[src/rtl/data_mem_pkg.sv]
// Shared types and defaults for the data memory bank.
package data_mem_pkg;

  localparam int DATA_W_DEF = 32;
  localparam int ADDR_W_DEF = 8;

  typedef enum logic {
    ST_CLEAR = 1'b0,
    ST_IDLE  = 1'b1
  } mem_state_t;

  // Clear pointer width: enough bits to hold DEPTH-1, never less than one.
  function automatic int ptr_width(input int depth);
    return (depth > 1) ? $clog2(depth) : 1;
  endfunction

endpackage

[src/rtl/data_mem_clear_seq.sv]
// Clear sequencer: walks the array from word 0 to DEPTH-1, one word per cycle,
// after reset or an accepted clear request.
//
// state    | meaning
// ---------+-----------------------------------------------
// ST_CLEAR | pointer writes zero to one word per cycle
// ST_IDLE  | array available for normal reads and writes
module data_mem_clear_seq
  import data_mem_pkg::*;
#(
  parameter int DEPTH = 8,
  parameter int PTR_W = ptr_width(DEPTH)
) (
  input  logic             clk,
  input  logic             rst_n,
  input  logic             clear_req,
  output logic             clr_we,
  output logic [PTR_W-1:0] clr_addr,
  output logic             done,
  output logic             busy
);

  localparam logic [PTR_W-1:0] LAST = PTR_W'(DEPTH - 1);

  mem_state_t       state, state_nxt;
  logic [PTR_W-1:0] ptr, ptr_nxt;

  // State and pointer register; reset restarts the sweep at word 0.
  always_ff @(posedge clk) begin
    if (!rst_n) begin
      state <= ST_CLEAR;
      ptr   <= '0;
    end else begin
      state <= state_nxt;
      ptr   <= ptr_nxt;
    end
  end

  // Next state: clear ends on the edge that writes the last word, no wrap.
  always_comb begin
    state_nxt = state;
    ptr_nxt   = ptr;
    case (state)
      ST_CLEAR: begin
        if (ptr == LAST) begin
          state_nxt = ST_IDLE;
          ptr_nxt   = '0;
        end else begin
          ptr_nxt = ptr + PTR_W'(1);
        end
      end
      ST_IDLE: begin
        if (clear_req) begin
          state_nxt = ST_CLEAR;
          ptr_nxt   = '0;
        end
      end
      default: begin
        state_nxt = ST_CLEAR;
        ptr_nxt   = '0;
      end
    endcase
  end

  assign busy     = (state == ST_CLEAR);
  assign clr_we   = busy;
  assign clr_addr = ptr;
  assign done     = busy && (ptr == LAST);

endmodule

[src/rtl/data_mem_bank.sv]
// Single-clock data memory: one write port, two registered read ports,
// hardware clear sequencer and out-of-range flagging.
// Optional feature macro: DATA_MEM_BANK_BYPASS_EN (write-first forwarding on
// same-address read/write; default build is read-first).
module data_mem_bank
  import data_mem_pkg::*;
#(
  parameter int DATA_W = DATA_W_DEF,
  parameter int ADDR_W = ADDR_W_DEF,
  parameter int DEPTH  = 8
) (
  input  logic              clk,
  input  logic              rst_n,
  input  logic              clear_req,
  input  logic              wr_en,
  input  logic [ADDR_W-1:0] wr_addr,
  input  logic [DATA_W-1:0] wr_data,
  input  logic              rd0_en,
  input  logic [ADDR_W-1:0] rd0_addr,
  input  logic              rd1_en,
  input  logic [ADDR_W-1:0] rd1_addr,
  output logic [DATA_W-1:0] rd0_data,
  output logic [DATA_W-1:0] rd1_data,
  output logic              rd0_valid,
  output logic              rd1_valid,
  output logic              busy,
  output logic              err_oob
);

  localparam int PTR_W = ptr_width(DEPTH);

  logic [DATA_W-1:0] mem [DEPTH];

  logic             clr_we;
  logic [PTR_W-1:0] clr_addr;
  logic             done;
  logic             unused_done;

  // Terminal-count flag is not needed here beyond the sequencer itself.
  assign unused_done = done;

  data_mem_clear_seq #(
    .DEPTH (DEPTH),
    .PTR_W (PTR_W)
  ) u_clear_seq (
    .clk       (clk),
    .rst_n     (rst_n),
    .clear_req (clear_req),
    .clr_we    (clr_we),
    .clr_addr  (clr_addr),
    .done      (done),
    .busy      (busy)
  );

  // Addresses are compared unsigned against DEPTH; DEPTH may equal 2^ADDR_W.
  function automatic logic in_range(input logic [ADDR_W-1:0] a);
    return 32'(a) < 32'(DEPTH);
  endfunction

  logic idle;
  logic wr_req, wr_in, wr_ok, wr_oob;
  logic rd0_fire, rd1_fire, rd0_in, rd1_in;
  logic [DATA_W-1:0] rd0_word, rd1_word;

  assign idle     = !busy;
  // A clear request drops a same-cycle write without flagging it.
  assign wr_req   = idle && wr_en && !clear_req;
  assign wr_in    = in_range(wr_addr);
  assign wr_ok    = wr_req && wr_in;
  assign wr_oob   = wr_req && !wr_in;
  // Reads alongside a clear request still see the pre-clear contents.
  assign rd0_fire = idle && rd0_en;
  assign rd1_fire = idle && rd1_en;
  assign rd0_in   = in_range(rd0_addr);
  assign rd1_in   = in_range(rd1_addr);

  // Read word selection, with optional write-first forwarding; out-of-range gives 0.
  always_comb begin
    rd0_word = mem[rd0_addr[PTR_W-1:0]];
    rd1_word = mem[rd1_addr[PTR_W-1:0]];
`ifdef DATA_MEM_BANK_BYPASS_EN
    if (wr_ok && (wr_addr == rd0_addr)) rd0_word = wr_data;
    if (wr_ok && (wr_addr == rd1_addr)) rd1_word = wr_data;
`endif
    if (!rd0_in) rd0_word = '0;
    if (!rd1_in) rd1_word = '0;
  end

  // Array update: the clear sweep owns the array while busy; it has no reset.
  always_ff @(posedge clk) begin
    if (clr_we) begin
      mem[clr_addr] <= '0;
    end else if (wr_ok) begin
      mem[wr_addr[PTR_W-1:0]] <= wr_data;
    end
  end

  // Read registers, valid pulses and out-of-range error pulse.
  always_ff @(posedge clk) begin
    if (!rst_n) begin
      rd0_data  <= '0;
      rd1_data  <= '0;
      rd0_valid <= 1'b0;
      rd1_valid <= 1'b0;
      err_oob   <= 1'b0;
    end else begin
      rd0_valid <= rd0_fire;
      rd1_valid <= rd1_fire;
      if (rd0_fire) rd0_data <= rd0_word;
      if (rd1_fire) rd1_data <= rd1_word;
      err_oob <= wr_oob || (rd0_fire && !rd0_in) || (rd1_fire && !rd1_in);
    end
  end

endmodule
[config.mk]
export PLATFORM = sky130hd
export DESIGN_NAME = data_mem_bank
export DESIGN_NICKNAME = d
export VERILOG_FILES = /design/src/rtl/data_mem_pkg.sv /design/src/rtl/data_mem_clear_seq.sv /design/src/rtl/data_mem_bank.sv
export SDC_FILE = /design/constraint.sdc
export NUM_CORES = 1
export LEC_CHECK = 0
export BUFFER_PORTS_ARGS = -buffer_cell sky130_fd_sc_hd__buf_4
export CAP_MARGIN = 20
export CORE_MARGIN = 4
export CORE_UTILIZATION = 50
export CTS_BUF_LIST = sky130_fd_sc_hd__clkbuf_2
export DETAILED_ROUTE_END_ITERATION = 16
export GPL_ROUTABILITY_DRIVEN = 0
export GPL_TIMING_DRIVEN = 0
export PLACE_DENSITY = 0.69
export SLEW_MARGIN = 20
export SYNTH_ARGS = -nofsm -noshare
export SYNTH_HDL_FRONTEND = slang
export SYNTH_SLANG_ARGS = --single-unit
[constraint.sdc]
create_clock -name clk -period 3.9 [get_ports clk]
set_input_delay 0 -clock clk [delete_from_list [all_inputs] [get_ports clk]]
set_output_delay 0 -clock clk [all_outputs]
set_load 0.02 [all_outputs]
---- After elaboration in Yosys (flattened, before gate mapping) ----
Memory sizes are Yosys's and may differ from the RTL's.
Cells that the tools add are included.
word-level totals
  register bits ........................... 71
  output and inout bits ................... 68
  logic and storage cells ................. 45
  memories kept ........................... 1
  bits in writable memories ............... 256
memory list
  memory  words  width  rd ports  clocked after memory_dff  wr ports  RTL line             source
  mem     8      32     2         0                         1         data_mem_bank.sv:32  logic [DATA_W-1:0] mem [DEPTH];
cells by class
  reduce and logical (&&, ||, !) cells .... 15
  add/sub/neg operators ................... 1
  bitwise logic cells ..................... 1
  $lt $le $gt $ge ......................... 3
  mux-type cells .......................... 15
  equal/unequal tests ..................... 2
operator list
  cell                                                                   count
  32-bit 2-to-1 mux                                                      3
  32-bit OR reduction                                                    1
  8-bit by 4-bit < comparator with 1-bit output (second input constant)  3
  3-bit 2-to-1 mux                                                       3
  1-bit logical AND                                                      8
  1-bit 2-to-1 mux                                                       7
  3-bit one-hot mux with 2 select lines                                  1
  1-bit zero test                                                        4
  3-bit by 1-bit adder with 3-bit output (second input constant)         1
  3-bit equality test (second input constant)                            1
  1-bit logical OR                                                       2
  2-bit inequality test (second input constant)                          1
  1-bit one-hot mux with 2 select lines                                  1
  1-bit NOT                                                              1

---- Logic depth before layout (Yosys ltp) ----
  depth in word-level cells ............... 8
  depth in mapped cells ................... 5

---- By module ----
From an unflattened synthesis, not the netlist that was laid out.
second synthesis, totals
  cells, all modules ...................... 718
  area, all modules ....................... 14647.8 um2
by module, submodules not included
  module              cells an instance  instances  seq. area each (um2)  area an instance (um2)
  data_mem_bank       700                1          9028.7                14455.1
  data_mem_clear_seq  18                 1          80.1                  192.7

---- Least setup slack after synthesis ----
OpenSTA, ideal clock, no wires.
  kind .................................... reg-to-reg
  start ................................... reg u_clear_seq.state
  end ..................................... mem mem[1][0] (netlist name) (enable)
  stages on the path, launching flop included .. 5
  path slack .............................. 0.833 ns
  path buffers ............................ 1
  arrival time ............................ 2.635 ns
  required time ........................... 3.468 ns
  cell sequence ........................... dfxtp_1 -> clkbuf_1 -> and3b_1 -> nand4_1 -> a21oi_1
on the way
  longest elaborated chain between the ends .. 8
  elaborated cells on any way between the ends .. 10
  classes of those cells .................. 6 x mux; 4 x reduce/logical
RTL lines
  what                                                                   RTL line                  source
  start, declared                                                        data_mem_clear_seq.sv:25  mem_state_t state, state_nxt;
  start signal, assigned                                                 data_mem_clear_seq.sv:34  state <= state_nxt;
  1-bit logical AND (2 in a row)                                         data_mem_bank.sv:67       assign wr_req = idle && wr_en && !clear_req;
  1-bit logical AND                                                      data_mem_bank.sv:69       assign wr_ok = wr_req && wr_in;
  1-bit 2-to-1 mux                                                       data_mem_bank.sv:93       end else if (wr_ok) begin
  1-bit 2-to-1 mux                                                       data_mem_bank.sv:91       if (clr_we) begin
  1-bit 2-to-1 mux (not written as such)                                 data_mem_bank.sv:94       mem[wr_addr[PTR_W-1:0]] <= wr_data;
  32-bit OR reduction (no source line)                                   n/a
  3-bit 2-to-1 mux (no source line) or 1-bit 2-to-1 mux (tied branches)  n/a
  end, declared                                                          data_mem_bank.sv:32
Parallel ways exist; a longest one is shown, timed or not.

---- Worst setup path after layout ----
  start ................................... reg u_clear_seq.state
  end ..................................... reg rd1_data[4]
on the way
  longest elaborated chain between the ends .. 1
RTL lines
  what                  RTL line              source
  1-bit logical AND     data_mem_bank.sv:73   assign rd1_fire = idle && rd1_en;
  end signal, assigned  data_mem_bank.sv:110  if (rd1_fire) rd1_data <= rd1_word;
  end, declared         data_mem_bank.sv:23   output logic [DATA_W-1:0] rd1_data,
No other way between the ends.
A chain may end at the register's enable or synchronous reset.

==> flow_summary_export.csv <==
group,metric,value,unit
yosys,synth_cells,799,
power,seq_power_share,55.1,%
place,pre_cts_ws,1.38,ns
yosys,synthDistinctLibCells,33,
place,placedCellCount,1316,
floorplan,die_h,176,microns
yosys,synth-seq-area-share,64.9,%
global_route,grt-ovfl-total,0,
layout,fin_cells,1543,
clock_tree,cts_resized,0,
hold_path,hp-class,"in -> reg",
sta,max-slew-margin-rel,28.5,%
worst_setup_path,crit_type,"reg -> reg",
sta,tns,0,ns
yosys,synth-seq-cells,327,
place,portBuffers,123,
worst_setup_path,crit_path_start_kind,"register",
global_route,use_met1,31.4,%
global_route,use_met3,4.41,%
power,combPwrFrac,10.2,%
global_route,busiest_layer,"met2",
clock_tree,worstSkewPairLatency,0.87,ns
sta,finClkSkew,0.0536,ns
floorplan,coreArea,27700,sq um
sta,fmax,318,MHz
power,power.density,402,nW/um^2
sta,finalCritPeriodShare,80.7,%
power,p_sw_share,24.8,%
power,vdd_ir_drop_max,290,uV
floorplan,io_pins,130,
yosys,syn_area,14000,sq um
worst_setup_path,crit_path_frequent_cell,"dlygate4sd3_1",
floorplan,die_area,30800,sq um
yosys,yosysWarningCount,0,
run,drv_cap,0,
routing,ant_nets,0,
floorplan,start_util,50.7,%
sta,min_period,3.15,ns
routing,dr.pass1.iters,5,
global_route,grt_first_pass_wirelength,53.7,mm
yosys,synth_nets,863,
routing,avgRoutedWirePerCell,22.9,microns
clock_tree,cts_tree,"built",
clock_tree,cts.sinks,327,
layout,nets,1162,
worst_setup_path,path_max_fanout,7,
layout,drive_gt1_share,36.6,%
yosys,synth_area_per_cell,17.6,sq um
power,p_clk_share,34.7,%
power,internal-power,5300,uW
global_route,grtUsageMet2,39.7,%
routing,drt-vias-per-instance,5.64,
sta,final_max_slew_viol_count,0,
routing,drcViolationCount,0,
power,power.switching,1750,uW
clock_tree,cts_buffers,80,
global_route,grt_max_degree,18,
place,dp_hpwl,22.5,mm
sta,hold_viol,0,
worst_setup_path,crit_chain,"and3_1 > dlygate4sd3_1 > nand3_1 > dlygate4sd3_1 > o21ai_0 > dlygate4sd3_1",
sta,tightest_slew,1.07,ns
worst_setup_path,crit_slowest_cell,"dlygate4sd3_1",
clock_tree,cts_root_buffer,"clkbuf_2",
sta,fin_ws,0.752,ns
worst_setup_path,critPathBufInv,3,
power,leakagePower,0.00645,uW
worst_setup_path,cp.required,4.70,ns
sta,finalSetupViolations,0,
layout,syn_to_final_growth,24.8,%
worst_setup_path,end_kind,"register",
floorplan,core.rowCount,61,
floorplan,fp.dieW,176,microns
worst_setup_path,cp.arrival,3.94,ns
clock_tree,cts_max_path_buffers,3,
worst_setup_path,cpLargestDelayFamily,"buffers and inverters",
global_route,antenna_found_initial,1,
routing,vias,8696,
status,outcome,"complete, no violations",
global_route,grt_usage,23.5,%
clock_tree,clk_pin_slew,0.11,ns
clock_tree,cts_max_level,3,
routing,drt_wl_total,35.3,mm
global_route,grt_pass1_vias,9184,
worst_setup_path,critPathMaxStageDelay,0.75,ns
sta,rsz0062_at_grt,"no",
clock_tree,hold_buffers,78,
clock_tree,cts_setup_buffers,0,
routing,drtIter0Drc,737,
-- flip-flops by register name (all words and copies together) (netlist names) --
name                  cells
rd0_valid                 1
rd1_valid                 1
u_clear_seq.clr_addr      3
rd0_data                 32
u_clear_seq.state         1
mem                     256
rd1_data                 32
err_oob                   1
-- metal layers --
layer / wire length [microns] / up-vias
li1: - / 3866
met1: 13800 / 4402
met3: 2780 / 55
met5: 0 / -
met2: 18000 / 373
met4: 678 / 0
-- final timing paths --
path	from	to	slack (ns)	cells after the start
worst min register to register	rd0_data[25]	rd0_data[25]	0.46	2
worst max-delay path	u_clear_seq.state	rd1_data[4]	0.75	6
worst max register to register	u_clear_seq.state	rd1_data[4]	0.75	6
worst min-delay path	clear_req	u_clear_seq.clr_addr[1]	0.08	4
-- Yosys cell counts --
library cell	instances	share of area (%)
a21bo_2	2	0.14
a21boi_1	2	0.11
a21oi_1	6	0.21
a21oi_2	2	0.12
a31oi_1	1	0.045
and2_1	34	1.5
and3_1	2	0.089
and3b_1	1	0.062
buf_1	14	0.37
buf_2	9	0.32
buf_4	6	0.32
clkbuf_1	22	0.59
clkbuf_2	1	0.036
dfxtp_1	71	10
edfxtp_1	256	55
ha_1	2	0.18
inv_1	2	0.054
mux2i_1	64	4.6
mux4_2	128	21
nand2_1	76	2.0
nand3_1	4	0.14
nand3b_1	1	0.054
nand4_1	3	0.13
nor2_1	7	0.19
nor2b_1	7	0.31
nor3_1	3	0.11
nor3_2	1	0.071
nor4_1	1	0.045
o211a_1	1	0.071
o21a_1	1	0.054
o21ai_0	65	2.3
o2bb2ai_1	2	0.12
or4_4	2	0.16
-- power groups by stage --
stage | combinational, uW | clock [uW] | sequential (uW)
finish | 720 | 2450 | 3880
global route | 766 | 2710 | 3890
CTS | 723 | 2510 | 3880
detailed placement | 667 | 0 | 3960
global placement | 595 | 0 | 3970
floorplan | 396 | 0 | 3950
-- area by class of cell --
type                       instances  area (sq um)
tap                              378           473
timing repair buffer             217          2110
antenna                            1          2.50
fill                            2011         10200
multi-input combinational        418          4770
clock inverter                    28           216
sequential                       327          9110
clock buffer                     120           601
buffer                            52           230
inverter                           2          7.51
-- metrics by stage --
step                hold slack [ns]  power (uW)  area, sq um  util [%]
finish                       0.0752        7050        17500      63.2
global route                 0.0316        7370        17500      63.2
CTS                         0.00145        7120        17500      63.2
detailed placement            0.283        4630        15900      57.4
global placement              0.279        4560        15400      55.7
floorplan                     0.117        4350        14000         -
-- cell usage in the layout, fill, tap and decap left out, drive strengths merged, types with 3 or more instances in the layout --
cell / count
clkbuf: 143
bufinv: 4
inv: 3
mux2i: 64
buf: 168
o21ai: 65
nand2: 76
nor2: 7
a21oi: 8
and2: 34
nand3: 4
clkinv: 23
nand4: 3
nor2b: 7
edfxtp: 256
mux4: 128
dfxtp: 71
nor3: 4
dlygate4sd3: 78
-- cells by family after synthesis --
logic type,Yosys count,share of synthesized area (%)
flip-flops,327,64.9
multiplexers,192,25.1
AND/OR/NAND/NOR,142,4.91
AO/OA/AOI/OAI,82,3.20
buffers and inverters,54,1.69
adder cells (fa/ha/maj),2,0.178
-- worst register-to-register path, stage by stage (launching register included) --
cell and delay, ns:
dfxtp_1 0.46, and3_1 0.18, dlygate4sd3_1 0.56, nand3_1 0.38, dlygate4sd3_1 0.76, o21ai_0 0.18
dlygate4sd3_1 0.57
Power figures use the tool's default switching activity.
